[src/rtl/jtag_cmd_arbiter.sv]
// Round-robin arbiter sharing one JTAG TAP command port among NUM_REQ requesters.
// The grant is locked for a whole burst and, optionally, until the TAP queue drains.
module jtag_cmd_arbiter #(
  parameter int NUM_REQ   = 4,
  parameter int CMD_LEN   = 4,
  parameter int CYCLE_LEN = 28,
  parameter bit WAIT_DONE = 1'b1
) (
  input  logic                           clk,
  input  logic                           rst,
  input  logic [NUM_REQ*CMD_LEN-1:0]     req_cmd,
  input  logic [NUM_REQ*CYCLE_LEN-1:0]   req_cycle_num,
  input  logic [NUM_REQ-1:0]             req_last,
  input  logic [NUM_REQ-1:0]             req_valid,
  output logic [NUM_REQ-1:0]             req_ready,
  output logic [CMD_LEN-1:0]             cmd,
  output logic [CYCLE_LEN-1:0]           cycle_num,
  output logic                           cmd_valid,
  input  logic                           cmd_ready,
  input  logic                           cmd_done,
  output logic [NUM_REQ-1:0]             grant,
  output logic                           busy,
  output logic [NUM_REQ-1:0]             xact_done
);

  localparam int IDX_W = (NUM_REQ > 1) ? $clog2(NUM_REQ) : 1;

  typedef enum logic [1:0] {
    ARB_IDLE,
    ARB_GRANT,
    ARB_DRAIN
  } arb_state_t;

  arb_state_t       state;
  logic [IDX_W-1:0] last_owner;
  logic [IDX_W-1:0] winner;
  logic             found;
  logic [IDX_W:0]   rr_sum;
  logic             owner_valid;
  logic             owner_last;
  logic             owner_fire;

  // Search starts one past the previous owner so every requester gets a turn.
  always_comb begin : rr_search
    // NOTE: every signal gets a default before any branch so no latch is inferred.
    found  = 1'b0;
    winner = '0;
    rr_sum = '0;
    for (int k = 1; k <= NUM_REQ; k++) begin
      rr_sum = {1'b0, last_owner} + (IDX_W+1)'(k);
      if (rr_sum >= (IDX_W+1)'(NUM_REQ)) begin
        rr_sum = rr_sum - (IDX_W+1)'(NUM_REQ);
      end
      if (!found && req_valid[rr_sum[IDX_W-1:0]]) begin
        found  = 1'b1;
        winner = rr_sum[IDX_W-1:0];
      end
    end
  end

  always_comb begin : fwd_mux
    cmd         = '0;
    cycle_num   = '0;
    owner_valid = 1'b0;
    owner_last  = 1'b0;
    req_ready   = '0;
    if (state == ARB_GRANT) begin
      for (int i = 0; i < NUM_REQ; i++) begin
        if (grant[i]) begin
          cmd          = req_cmd[i*CMD_LEN +: CMD_LEN];
          cycle_num    = req_cycle_num[i*CYCLE_LEN +: CYCLE_LEN];
          owner_valid  = req_valid[i];
          owner_last   = req_last[i];
          req_ready[i] = cmd_ready;
        end
      end
    end
  end

  assign cmd_valid  = owner_valid;
  assign owner_fire = owner_valid & cmd_ready;

  // NOTE: state registers use non-blocking assignments so all flops update together.
  always_ff @(posedge clk) begin
    if (rst) begin
      state      <= ARB_IDLE;
      grant      <= '0;
      busy       <= 1'b0;
      xact_done  <= '0;
      last_owner <= IDX_W'(NUM_REQ - 1);
    end else begin
      xact_done <= '0;
      case (state)
        ARB_IDLE: begin
          if (found) begin
            grant      <= NUM_REQ'(1) << winner;
            last_owner <= winner;
            busy       <= 1'b1;
            state      <= ARB_GRANT;
          end
        end
        ARB_GRANT: begin
          if (owner_fire && owner_last) begin
            if (WAIT_DONE) begin
              state <= ARB_DRAIN;
            end else begin
              xact_done <= grant;
              grant     <= '0;
              busy      <= 1'b0;
              state     <= ARB_IDLE;
            end
          end
        end
        ARB_DRAIN: begin
          // cmd_done is only looked at here, so the drain lasts at least one cycle.
          if (cmd_done) begin
            xact_done <= grant;
            grant     <= '0;
            busy      <= 1'b0;
            state     <= ARB_IDLE;
          end
        end
        default: begin
          grant <= '0;
          busy  <= 1'b0;
          state <= ARB_IDLE;
        end
      endcase
    end
  end

endmodule

[config.mk]
export PLATFORM = sky130hd
export DESIGN_NAME = jtag_cmd_arbiter
export DESIGN_NICKNAME = d
export VERILOG_FILES = /design/src/rtl/jtag_cmd_arbiter.sv
export SDC_FILE = /design/constraint.sdc
export NUM_CORES = 1
export LEC_CHECK = 0
export ABC_CLOCK_PERIOD_IN_PS = 1450
export CAP_MARGIN = 20
export CORE_MARGIN = 2
export CORE_UTILIZATION = 26
export DETAILED_ROUTE_END_ITERATION = 16
export GPL_TIMING_DRIVEN = 0
export PLACE_DENSITY = 0.88
export SYNTH_ARGS = -nofsm -noshare
export SYNTH_HDL_FRONTEND = slang
export SYNTH_SLANG_ARGS = --single-unit
[constraint.sdc]
create_clock -name clk -period 1.45 [get_ports clk]
set_input_delay 0.3625 -clock clk [delete_from_list [all_inputs] [get_ports clk]]
set_output_delay 0.3625 -clock clk [all_outputs]
set_load 0.1 [all_outputs]
==> results.toml, run 1 <==
[sta]
skew_ns = 0.006852
slew_viol_final = 0
finalSetupTns_ns = -19.02
worst_pin_slew_ns = 0.4927
setup_violations = 38
fin_crit_ns = 2.036
timing.final.ws_setup_ns = -0.5862
max_freq_mhz = 491.1
finalCritPeriodShare_pct = 140.4
max-slew-margin-rel_pct = 67.38
hold_viol = 0
rsz0062_at_grt = "yes"

[routing]
first_iter_violations = 121
drtPass1Iterations = 4
wl_per_cell_um = 23.78
ant_nets = 0
viasPerCell = 5.963
vias = 3053
drcViolationCount = 0
wl_mm = 12.18

[grt]
antenna_found_initial = 0
grt_pass1_wl_mm = 17.44
grt-ovfl-total = 0
grt.total_usage_pct = 30.89
grt_pass1_vias = 3228
grt_max_degree = 11

[placement]
dp_hpwl_mm = 7.484
gp_congestion = 0.9189
post_dp_cell_area_mm2 = 0.004237
port_buffers = 185

[power_and_ir_drop]
power.total_w = 0.009929
powerDensity_mw_per_mm2 = 1831
leakage_nw = 1.939
peakVddDrop_mv = 1.686

[worst_setup_path]
rr_startpoint = "grant[1]$_SDFFE_PP0P_"
critPathMaxFanout = 9
crit_type = "flop to primary output"
arrival_ns = 1.67
rrSetupSlack_ns = -0.11
r2r_cells = 5
critPathCaptureType = "primary output"
cp-endpoint = "cycle_num[21]"
cp-start-kind = "flop"
rr_endpoint = "state[0]$_SDFFE_PP0P_"
cp-startpoint = "grant[1]$_SDFFE_PP0P_"
crit_required_ns = 1.09

[synth]
yosys_warnings = 0
async_reset_ff_share_pct = 0
ys_types = 36
syn_area_per_cell_um2 = 7.391
syn_inst = 227
ys.flop_type = "dfxtp_1"
syn_nets = 367
synth_area_mm2 = 0.001678
synth_edf_count = 0
ys_seq_elements = 13
yosysSeqAreaShare_pct = 15.51

[floorplan]
die_w_um = 84.33
rows = 29
core_area_mm2 = 0.006277
initial_core_util_pct = 26.73
fp.dieH_um = 84.33
dieArea_mm2 = 0.007112
ios = 186

[cells_and_area]
fin_nets = 576
design_area_mm2 = 0.005423
antenna_cells = 0
syn2layout_area_growth_pct = 223.2
drive_gt1_share_pct = 43.45
mostFrequentLayoutCell = "clkdlybuf4s50_1"
mostFrequentLayoutCells = "clkdlybuf4s50_1, buf_12, nand3_1"

[clocking]
root_buffer = "clkbuf_8"
cts_buffers = 3
clock_sinks = 13
clk_latency_ns = 0.25
cts.path.max_buffers = 2
cts_tree = "done"
clkTransAtPathRegs_ns = 0.06
cts_htree_levels = 1

[flow_run]
cap_violations = 0

[hold_path]
hp-class = "flop to flop"

[run_status]
violations = "negative setup slack"
status = "finished with violations"
==> metrics by stage <==
stage	std cells	setup slack [ns]	utilization (%)	hold slack [ns]
2_1_floorplan	227	-0.8314	-	0.4981
3_3_place_gp	489	-1.575	67.49	0.4382
3_5_place_dp	489	-1.593	67.49	0.4456
4_1_cts	510	-0.5595	84.31	0.4548
5_1_grt	512	-0.6333	86.39	0.4878
6_report	512	-0.5862	86.39	0.4558
==> report_power, final <==
part           internal, W  switching, W  leakage, nW
Clock             0.000194      0.000136       0.0228
Combinational      0.00377       0.00530         1.81
Sequential        0.000449     0.0000750        0.110
Total              0.00441       0.00552         1.94
==> worst min-delay path by stage <==
stage / from / endpoint / slack (ns) / depth (start not counted)
floorplan: rst / last_owner[1]$_SDFFE_PP1P_ / 0.50 / 2
global placement: busy$_SDFFE_PP0P_ / busy$_SDFFE_PP0P_ / 0.44 / 1
detailed placement: busy$_SDFFE_PP0P_ / busy$_SDFFE_PP0P_ / 0.45 / 1
CTS: busy$_SDFFE_PP0P_ / busy$_SDFFE_PP0P_ / 0.45 / 1
global route: busy$_SDFFE_PP0P_ / busy$_SDFFE_PP0P_ / 0.49 / 1
finish: busy$_SDFFE_PP0P_ / busy$_SDFFE_PP0P_ / 0.46 / 1
==> timing repair <==
item                                    in CTS  in global routing
hold buffers                                 0                  0
gates cloned                                 6                  2
buffers inserted                            11                  0
endpoints found under the setup margin      59                 49
resized for setup                          466                 34
pin swaps                                   15                 24
==> layout make-up <==
cell class	instances	area, um2
clock buffers	4	45.04
repair buffers	204	2455
multi-input cells	185	2135
plain buffers	27	401.6
fillers	306	854.6
well taps	77	96.34
inverters	2	7.507
flip-flops and latches	13	282.8
==> cells by family (layout without fill, tap and decap cells) <==
group,after synthesis,in the layout,share of synthesized area (%)
buf+inv,29,237,7.979
flops,13,13,15.51
simple gates,96,96,33.71
compound gates,89,89,42.80
==> Yosys cell counts (all sizes together), types with 3 or more instances <==
| master | instances | share of area, % |
|---|---|---|
| nand2b | 6 | 2.2 |
| dfxtp | 13 | 16 |
| a32o | 4 | 2.4 |
| clkbuf | 17 | 3.8 |
| and3 | 5 | 1.9 |
| a21o | 3 | 1.3 |
| nor2b | 36 | 14 |
| nand3 | 33 | 9.8 |
| and2 | 4 | 1.5 |
| o21ai | 3 | 0.89 |
| a21oi | 6 | 2.0 |
| buf | 10 | 3.7 |
| o31ai | 32 | 14 |
| a221oi | 33 | 18 |
| nor2 | 6 | 1.8 |
==> worst max-delay path, cell delays in order (launching register included) <==
cell	delay (ns)
dfxtp_4	0.36
nor2b_4	0.13
buf_12	0.17
buf_12	0.14
a221oi_4	0.08
o31ai_4	0.32
buf_12	0.22
==> flip-flops by register name, summed over array words and instances, names as in the netlist <==
signal,count
grant,4
xact_done,4
last_owner,2
state,2
busy,1
==> routing by layer <==
metal	up-vias	track usage [%]	part of all wire, %
li1	1335	-	-
met1	1481	33.69	34
met2	193	59.88	54
met3	44	5.310	7.4
met4	0	9.957	4.3
met5	-	0	0
Note: power is estimated with default switching activity, not from simulation.
==> run 2: changes to the inputs <==
- SLEW_MARGIN: unset -> 20
==> results of run 2 <==
Same layout as run 1: the final DEF is identical, and so are final timing and power.
